===== config.mk =====
export PLATFORM = sky130hd
export DESIGN_NAME = mem_arbiter
export DESIGN_NICKNAME = d
export VERILOG_FILES = /design/src/rtl/mem_arbiter.sv
export SDC_FILE = /design/constraint.sdc
export NUM_CORES = 1
export LEC_CHECK = 0
export CAP_MARGIN = 20
export CORE_AREA = 5 5 481 483
export CTS_BUF_LIST = sky130_fd_sc_hd__clkbuf_2
export CTS_CLUSTER_DIAMETER = 200
export DETAILED_ROUTE_END_ITERATION = 8
export DIE_AREA = 0 0 486 488
export PLACE_DENSITY = 0.33
export SLEW_MARGIN = 20
export SYNTH_ARGS = -nofsm -noshare
export SYNTH_HDL_FRONTEND = slang
export SYNTH_SLANG_ARGS = --single-unit

===== constraint.sdc =====
create_clock -name i_clk -period 19.51 [get_ports i_clk]
set_clock_uncertainty 0.1 [all_clocks]
set_input_delay 1.951 -clock i_clk [delete_from_list [all_inputs] [get_ports i_clk]]
set_output_delay 1.951 -clock i_clk [all_outputs]
set_load 0.05 [all_outputs]

===== src/rtl/mem_arbiter.sv =====
// Round-robin arbiter between I-cache refill and D-cache refill/write for the
// single shared memory port, with a per-transaction watchdog.
//
//   state | meaning
//   IDLE  | waiting for a request, arbitrates and latches the winner
//   IC_RD | I-side line read outstanding at memory
//   DC_RD | D-side line read outstanding at memory
//   DC_WR | D-side write outstanding at memory
//   RESP  | one-cycle done pulse to the granted requester
module mem_arbiter #(
    parameter int ADDR_WIDTH       = 64,
    parameter int DATA_WIDTH       = 64,
    parameter int CACHE_LINE_WIDTH = 256,
    parameter int TIMEOUT_CYCLES   = 1024
) (
    input  logic                        i_clk,
    input  logic                        i_rst,
    input  logic                        i_ic_read_req,
    input  logic [ADDR_WIDTH-1:0]       i_ic_read_address,
    output logic                        o_ic_read_done,
    output logic [CACHE_LINE_WIDTH-1:0] o_ic_cache_line,
    input  logic                        i_dc_read_req,
    input  logic [ADDR_WIDTH-1:0]       i_dc_read_address,
    output logic                        o_dc_read_done,
    output logic [CACHE_LINE_WIDTH-1:0] o_dc_cache_line,
    input  logic                        i_dc_write_req,
    input  logic [ADDR_WIDTH-1:0]       i_dc_write_address,
    input  logic [DATA_WIDTH-1:0]       i_dc_write_data,
    input  logic [7:0]                  i_dc_write_strobe,
    output logic                        o_dc_write_done,
    output logic                        o_mem_read_req,
    output logic [ADDR_WIDTH-1:0]       o_mem_read_address,
    input  logic                        i_mem_read_done,
    input  logic [CACHE_LINE_WIDTH-1:0] i_cache_line,
    output logic                        o_mem_write_valid,
    output logic [ADDR_WIDTH-1:0]       o_mem_write_address,
    output logic [DATA_WIDTH-1:0]       o_mem_write_data,
    output logic [7:0]                  o_write_strobe,
    input  logic                        i_mem_write_done,
    output logic                        o_timeout
);

    localparam int LOFF = $clog2(CACHE_LINE_WIDTH / 8);
    localparam int CW   = $clog2(TIMEOUT_CYCLES);

    typedef enum logic [2:0] {IDLE, IC_RD, DC_RD, DC_WR, RESP} state_t;

    state_t                state, state_nxt, kind_r;
    logic                  last_grant_d;
    logic [ADDR_WIDTH-1:0] addr_r;
    logic [DATA_WIDTH-1:0] data_r;
    logic [7:0]            strb_r;
    logic [CW-1:0]         wdog_cnt;

    logic d_pend, grant_i, grant_d, busy_rd, busy, xact_done, tmo_hit;

    assign d_pend    = i_dc_write_req | i_dc_read_req;
    assign grant_i   = i_ic_read_req & (~d_pend | last_grant_d);
    assign grant_d   = d_pend & ~grant_i;
    assign busy_rd   = (state == IC_RD) || (state == DC_RD);
    assign busy      = busy_rd || (state == DC_WR);
    assign xact_done = (busy_rd & i_mem_read_done) | ((state == DC_WR) & i_mem_write_done);
    // Watchdog counts down from the limit; a done in the terminal cycle still wins.
    assign tmo_hit   = busy & (wdog_cnt == '0) & ~xact_done;

    always_ff @(posedge i_clk or posedge i_rst) begin
        if (i_rst) state <= IDLE;
        else       state <= state_nxt;
    end

    always_comb begin
        state_nxt = state;
        case (state)
            IDLE: begin
                if (grant_i)      state_nxt = IC_RD;
                else if (grant_d) state_nxt = i_dc_write_req ? DC_WR : DC_RD;
            end
            IC_RD, DC_RD, DC_WR: begin
                if (xact_done || tmo_hit) state_nxt = RESP;
            end
            RESP:    state_nxt = IDLE;
            default: state_nxt = IDLE;
        endcase
    end

    always_ff @(posedge i_clk or posedge i_rst) begin
        if (i_rst) begin
            last_grant_d    <= 1'b1;
            kind_r          <= IDLE;
            addr_r          <= '0;
            data_r          <= '0;
            strb_r          <= '0;
            wdog_cnt        <= '0;
            o_timeout       <= 1'b0;
            o_ic_cache_line <= '0;
            o_dc_cache_line <= '0;
        end else begin
            if (state == IDLE && (grant_i || grant_d)) begin
                last_grant_d <= grant_d;
                kind_r       <= state_nxt;
                wdog_cnt     <= CW'(TIMEOUT_CYCLES - 1);
                if (grant_i) begin
                    addr_r <= i_ic_read_address;
                end else if (i_dc_write_req) begin
                    addr_r <= i_dc_write_address;
                    data_r <= i_dc_write_data;
                    strb_r <= i_dc_write_strobe;
                end else begin
                    addr_r <= i_dc_read_address;
                end
            end else if (busy && wdog_cnt != '0) begin
                wdog_cnt <= wdog_cnt - CW'(1);
            end
            if (tmo_hit) o_timeout <= 1'b1;
            if (state == IC_RD && (i_mem_read_done || tmo_hit))
                o_ic_cache_line <= tmo_hit ? '0 : i_cache_line;
            if (state == DC_RD && (i_mem_read_done || tmo_hit))
                o_dc_cache_line <= tmo_hit ? '0 : i_cache_line;
        end
    end

    always_comb begin
        o_mem_read_req    = busy_rd;
        o_mem_write_valid = (state == DC_WR);
        o_ic_read_done    = 1'b0;
        o_dc_read_done    = 1'b0;
        o_dc_write_done   = 1'b0;
        if (state == RESP) begin
            case (kind_r)
                IC_RD:   o_ic_read_done  = 1'b1;
                DC_RD:   o_dc_read_done  = 1'b1;
                DC_WR:   o_dc_write_done = 1'b1;
                default: ;
            endcase
        end
    end

    assign o_mem_read_address  = {addr_r[ADDR_WIDTH-1:LOFF], {LOFF{1'b0}}};
    assign o_mem_write_address = addr_r;
    assign o_mem_write_data    = data_r;
    assign o_write_strobe      = strb_r;

endmodule


==> results of run 1 <==
[flip-flops by register name (all words and copies together), names as in the netlist]
| register | flops |
|---|---|
| o_dc_cache_line | 256 |
| kind_r | 3 |
| last_grant_d | 1 |
| state | 3 |
| wdog_cnt | 10 |
| o_mem_write_data | 64 |
| o_mem_write_address | 64 |
| o_write_strobe | 8 |
| o_timeout | 1 |
| o_ic_cache_line | 256 |
[logic make-up after synthesis]
group / count (synthesis)
other cells: 1
xor+xnor: 3
buf+inv: 252
mux: 204
simple gates: 634
flops: 666
fa+ha+maj: 2
compound gates: 600
[worst reg2reg max path: cells and delay by family, from the launching register on]
kind / cells / cell delay, ns
flip-flops: 1 / 0.43
buffers and inverters: 4 / 2.34
AND/OR/NAND/NOR: 3 / 0.77
adder cells (fa/ha/maj): 1 / 0.16
AO/OA/AOI/OAI: 1 / 0.17
[layout by cell type (no fill, tap or decap), types with 2 or more instances in the layout]
cell / n
clkdlybuf4s50_1: 1238
dfrtp_1: 665
nand2_1: 583
clkbuf_2: 299
a21oi_1: 259
a22o_1: 256
mux2_2: 137
o21ai_0: 67
mux2i_1: 67
clkinv_1: 37
buf_4: 30
diode_2: 14
nor2_1: 11
nor3_1: 8
conb_1: 5
inv_6: 5
nor4_1: 4
inv_1: 3
and2_1: 3
a211oi_1: 3
a21o_1: 3
clkinv_8: 3
clkinv_2: 3
buf_12: 3
nor3b_1: 2
and2_4: 2
o21ai_4: 2
nor2b_1: 2
nand2b_1: 2
and3b_1: 2
nor4b_1: 2
and3_1: 2
clkinvlp_4: 2
o211ai_1: 2
a31oi_1: 2
o2111ai_1: 2
xor2_1: 2
ha_1: 2
bufinv_16: 2
[worst paths after layout]
path | slack (ns) | end | start
max | 13.40 | o_ic_read_done | state[1]$_DFF_PP0_
min | 0.39 | o_mem_write_address[3]$_DFFE_PP0P_ | o_mem_write_address[3]$_DFFE_PP0P_
max reg2reg | 15.36 | o_ic_cache_line[26]$_DFFE_PP0P_ | wdog_cnt[1]$_DFFE_PP0P_
min reg2reg | 0.39 | o_mem_write_address[3]$_DFFE_PP0P_ | o_mem_write_address[3]$_DFFE_PP0P_
max in group asynchronous | 15.08 | o_ic_cache_line[141]$_DFFE_PP0P_ | i_rst
min in group asynchronous | 0.70 | o_dc_cache_line[218]$_DFFE_PP0P_ | i_rst
[through the flow]
step                      power, uW  std cells  hold slack [ns]
after global placement         8090       6398            0.368
final                          9120       6764            0.389
after global routing           9620       6764            0.418
after floorplan                5830       2366            0.355
after detailed placement       8080       6398            0.371
after CTS                      9330       6750            0.305
[cell usage after synthesis (3+ instances only)]
master	count	area [um2]
nor3_1	9	45.0
and2_1	4	25.0
nor2_1	11	41.3
buf_1	12	45.0
a21o_1	3	22.5
inv_1	4	15.0
dfrtp_1	665	16600
a22o_1	256	2240
mux2_2	137	1540
a21oi_1	259	1300
buf_6	26	293
and3_1	3	18.8
clkbuf_1	84	315
nand2_1	584	2190
buf_2	61	305
a211oi_1	3	22.5
nor4_1	4	25.0
nand2b_1	3	18.8
mux2i_1	67	671
o21ai_0	67	335
buf_4	65	488
[final cells by class]
type                       count  share of cell area (%)
multi-input combinational   1448                    20.2
inverter                       4                  0.0428
tap                         3009                    8.59
clock buffer                 299                    3.41
timing repair buffer        1271                    28.9
antenna                       14                  0.0799
clock inverter                53                   0.745
sequential                   666                    38.0
[per-layer routing]
layer	track usage, %	up-vias
met5	0	-
met4	4.90	14
met3	6.94	213
met2	21.5	1058
met1	14.8	11700
li1	-	10700
[power by group]
part / internal, uW / total [uW] / leakage [uW] / switching, uW
sequential: 2020 / 2480 / 0.00827 / 462
clock: 445 / 1160 / 0.00139 / 713
combinational: 1720 / 5480 / 0.00887 / 3760
==> impl_metrics.env, run 1 <==
export IMPL_syn_instance_count=2362
export IMPL_drc=0
export IMPL_fill_cells=25200
export IMPL_holdBufCountCts=0
export IMPL_gp_congestion=0.792
export IMPL_wl_met3_um=18600
export IMPL_final_nets=4130
export IMPL_leakagePower_uw=0.0185
export IMPL_coreArea_um2=226000
export IMPL_port_buffers=1239
export IMPL_syn_area_um2=26900
export IMPL_design_area_um2=43800
export IMPL_multi_input_area_um2=8840
export IMPL_synth_compound_area_share_pct=14.9
export IMPL_die_x_um=486
export IMPL_grt_pass1_wl_um=221000
export IMPL_clk_latency_ns=1.60
export IMPL_fmax_mhz=164
export IMPL_path_cells="nor4b_1, nand2_1, nor2_1, clkdlybuf4s50_1"
export IMPL_status="finished clean"
export IMPL_drtAntennaViolNets=0
export IMPL_ys_ff_latch=666
export IMPL_dp_slack_ns=13.40
export IMPL_fin_util_pct=19.4
export IMPL_slew_viol_final=0
export IMPL_clockBufferDepth=3
export IMPL_route_detailed_vias_per_inst=3.51
export IMPL_antenna_found_initial=32
export IMPL_hold_path_class="reg -> reg"
export IMPL_muxShareOfSynthArea_pct=8.23
export IMPL_cp_required_ns=17.46
export IMPL_synth_top_family_by_area="compound AO/OA/AOI/OAI gates"
export IMPL_grt_max_degree=143
export IMPL_drt_iter0_drc=1061
export IMPL_cts_tree="done"
export IMPL_ys_types=47
export IMPL_cp_data_arrival_time_ns=4.05
export IMPL_via_count=23700
export IMPL_period_needed_ns=6.11
export IMPL_relSlewSlack_pct=23.4
export IMPL_tightestPinTransition_ns=1.15
export IMPL_synth_area_per_cell_um2=11.4
export IMPL_yosys_warnings=0
export IMPL_drt_total_wl_um=164000
export IMPL_cp_depth=4
export IMPL_cp_num_buf_inv=1
export IMPL_crit_type="reg -> out"
export IMPL_core_rowCount=175
export IMPL_hold_depth=2
export IMPL_clock_sinks=666
export IMPL_fin_tns_setup_ns=0
export IMPL_rsz0062_at_grt="no"
export IMPL_first_global_vias=25600
export IMPL_htreeDepth=4
export IMPL_dr_pass1_iters=4
export IMPL_setup_viol=0
export IMPL_synth_xor_area_share_pct=0.0977
export IMPL_cts_root_buf="clkbuf_2"
export IMPL_die_h_um=488
export IMPL_drive_above_1_share_pct=13.3
export IMPL_wl_met1_um=63100
export IMPL_ioPinCount=1245
export IMPL_r2r_cells=9
export IMPL_power_density_nw_per_um2=208
export IMPL_start_kind="flip-flop"
export IMPL_end_kind="primary output"
export IMPL_drv_cap=0
export IMPL_crit_fanout=14
export IMPL_slowest_delay_ns=0.94
export IMPL_syn_to_final_growth_pct=62.9
export IMPL_synth_simple_area_share_pct=9.28
export IMPL_synth_fa_ha_area_share_pct=0.0930
export IMPL_fin_crit_sh_pct=31.3
export IMPL_place_area_um2=42000
export IMPL_cts_resized=0
export IMPL_final_seq_area_um2=16700
export IMPL_wl_per_cell_um=24.2
export IMPL_post_cts_buffers=0
export IMPL_crit_path_top_delay_cell="clkdlybuf4s50_1"
export IMPL_setup_ws_ns=13.40
export IMPL_clkTransAtPathRegs_ns=0.11
export IMPL_ys_seq_area_share_pct=61.9
export IMPL_async_flop_share_pct=100
export IMPL_met2_length_um=77300
export IMPL_synth_edf_count=0
export IMPL_start_util_pct=11.9
export IMPL_die_area_um2=237000
export IMPL_hold_violations=0
export IMPL_cts_buffers=210
export IMPL_critPathTopFamily="simple AND/OR/NAND/NOR gates"
export IMPL_max_vdd_ir_drop_uv=94.6
export IMPL_synth_ff_type="dfrtp_1"
export IMPL_post_dp_hpwl_um=126000
export IMPL_grt_ovfl_total=0
export IMPL_grtUsageTotal_pct=13.2
export IMPL_top_layer="met5"
Power figures use the tool's default switching activity.
==> run 2: changes to the inputs <==
CORE_AREA = 5 5 486 488   (was 5 5 481 483)
DIE_AREA = 0 0 491 493   (was 0 0 486 488)
PLACE_DENSITY = 0.32   (was 0.33)
clock period = 6.05 ns   (was 19.51 ns; I/O delays follow)
==> impl_metrics.env, run 2 (synthesis gave the netlist of run 1 again) <==
export IMPL_design_area_um2=54700
export IMPL_max_vdd_ir_drop_uv=339
export IMPL_tightestPinTransition_ns=1.09
export IMPL_wl_per_cell_um=22.2
export IMPL_rsz0062_at_grt="no"
export IMPL_fmax_mhz=212
export IMPL_period_needed_ns=4.73
export IMPL_coreArea_um2=231000
export IMPL_drt_iter0_drc=1055
export IMPL_fill_cells=25100
export IMPL_end_kind="primary output"
export IMPL_via_count=28000
export IMPL_setup_ws_ns=1.32
export IMPL_drv_cap=0
export IMPL_crit_type="reg -> out"
export IMPL_grt_pass1_wl_um=244000
export IMPL_power_density_nw_per_um2=571
export IMPL_drive_above_1_share_pct=10.6
export IMPL_cts_root_buf="clkbuf_2"
export IMPL_drtAntennaViolNets=0
export IMPL_reg2reg_slack_ns=2.44
export IMPL_dr_pass1_iters=7
export IMPL_htreeDepth=4
export IMPL_final_nets=5194
export IMPL_largestRegisters="o_dc_cache_line x256, o_ic_cache_line x256"
export IMPL_holdBufCountCts=1060
export IMPL_cp_required_ns=5.34
export IMPL_wl_met1_um=70500
export IMPL_grt_ovfl_total=0
export IMPL_hold_path_class="reg -> reg"
export IMPL_core_rowCount=177
export IMPL_hold_violations=0
export IMPL_post_cts_buffers=0
export IMPL_antenna_found_initial=22
export IMPL_drt_total_wl_um=174000
export IMPL_post_dp_hpwl_um=124000
export IMPL_die_area_um2=242000
export IMPL_layout_common_cells="clkdlybuf4s50_1 (1238), dlygate4sd3_1 (1060), dfrtp_1 (665)"
export IMPL_die_x_um=491
export IMPL_cts_buffers=212
export IMPL_dp_slack_ns=2.16
export IMPL_grtUsageTotal_pct=13.9
export IMPL_crit_fanout=14
export IMPL_clock_sinks=666
export IMPL_slew_viol_final=0
export IMPL_clockBufferDepth=3
export IMPL_met2_length_um=82200
export IMPL_ioPinCount=1245
export IMPL_fin_crit_sh_pct=78.1
export IMPL_drc=0
export IMPL_grt_max_degree=145
export IMPL_final_common_cell="clkdlybuf4s50_1"
export IMPL_leakagePower_uw=0.0231
export IMPL_power_uw=31200
export IMPL_syn_to_final_growth_pct=103
export IMPL_clkTransAtPathRegs_ns=0.09
export IMPL_cp_data_arrival_time_ns=4.02
export IMPL_die_h_um=493
export IMPL_first_global_vias=30600
export IMPL_start_kind="flip-flop"
export IMPL_setup_viol=0
export IMPL_wl_met3_um=16400
export IMPL_relSlewSlack_pct=27.0
export IMPL_start_util_pct=11.6
export IMPL_status="finished clean"
export IMPL_place_area_um2=42200
export IMPL_cts_resized=0
export IMPL_port_buffers=1239
export IMPL_route_detailed_vias_per_inst=3.57
export IMPL_cts_tree="done"
export IMPL_top_layer="met5"
export IMPL_clk_latency_ns=1.60
export IMPL_fin_tns_setup_ns=0
export IMPL_whs_ns=0.398
export IMPL_gp_congestion=0.799
run 2: changes by cell type in the layout (fill, tap and decap cells not counted), moves of 4 or more:
cell	delta
dlygate4sd3_1	+1060
buf_12	+12
clkinv_1	-4
inv_12	+6
buf_4	-11
clkbuf_2	+4
run 2: layout make-up:
cell class              count  area, um2  area share [%]
well taps                3043       3810            6.96
inverters                   4       18.8          0.0343
flip-flops and latches    666      16700            30.5
clock buffers             303       1520            2.77
multi-input cells        1448       8840            16.2
repair buffers           2333      23500            42.9
diodes                     15       37.5          0.0686
clock inverters            53        332           0.606
run 2: report_power, final:
part           leakage, uW  internal [uW]  switching, uW
clock network      0.00141           1410           2390
logic               0.0134           6980          12400
registers          0.00827           6500           1510
total               0.0231          14900          16300
run 2: worst max-delay path: stages (launching register included):
cell             delay [ns]
dfrtp_1                0.57
nor4b_1                0.43
buf_4                  0.21
nand2_1                0.05
nor2_1                 0.23
clkdlybuf4s50_1        0.92
run 2: worst paths after layout:
kind,start,cells after the start,to
setup / recovery,state[1]$_DFF_PP0_,5,o_ic_read_done
hold / removal,o_timeout$_DFFE_PP0P_,1,o_timeout$_DFFE_PP0P_
setup reg to reg,state[1]$_DFF_PP0_,5,o_mem_write_data[13]$_DFFE_PP0P_
hold reg to reg,o_timeout$_DFFE_PP0P_,1,o_timeout$_DFFE_PP0P_
max in group asynchronous,i_rst,5,o_ic_cache_line[224]$_DFFE_PP0P_
min in group asynchronous,i_rst,5,o_dc_cache_line[3]$_DFFE_PP0P_
run 2: layer usage:
layer | track usage [%] | vias up
met2 | 23.0 | 1117
li1 | - | 12900
met4 | 4.37 | 12
met5 | 0 | -
met3 | 6.01 | 259
met1 | 16.3 | 13800
run 2: stage by stage:
stage          utilization (%)  instances
6_report                  23.6       7865
5_1_grt                   23.6       7862
4_1_cts                   23.6       7849
3_5_place_dp              18.2       6433
3_3_place_gp              18.2       6433
2_1_floorplan                -       2366
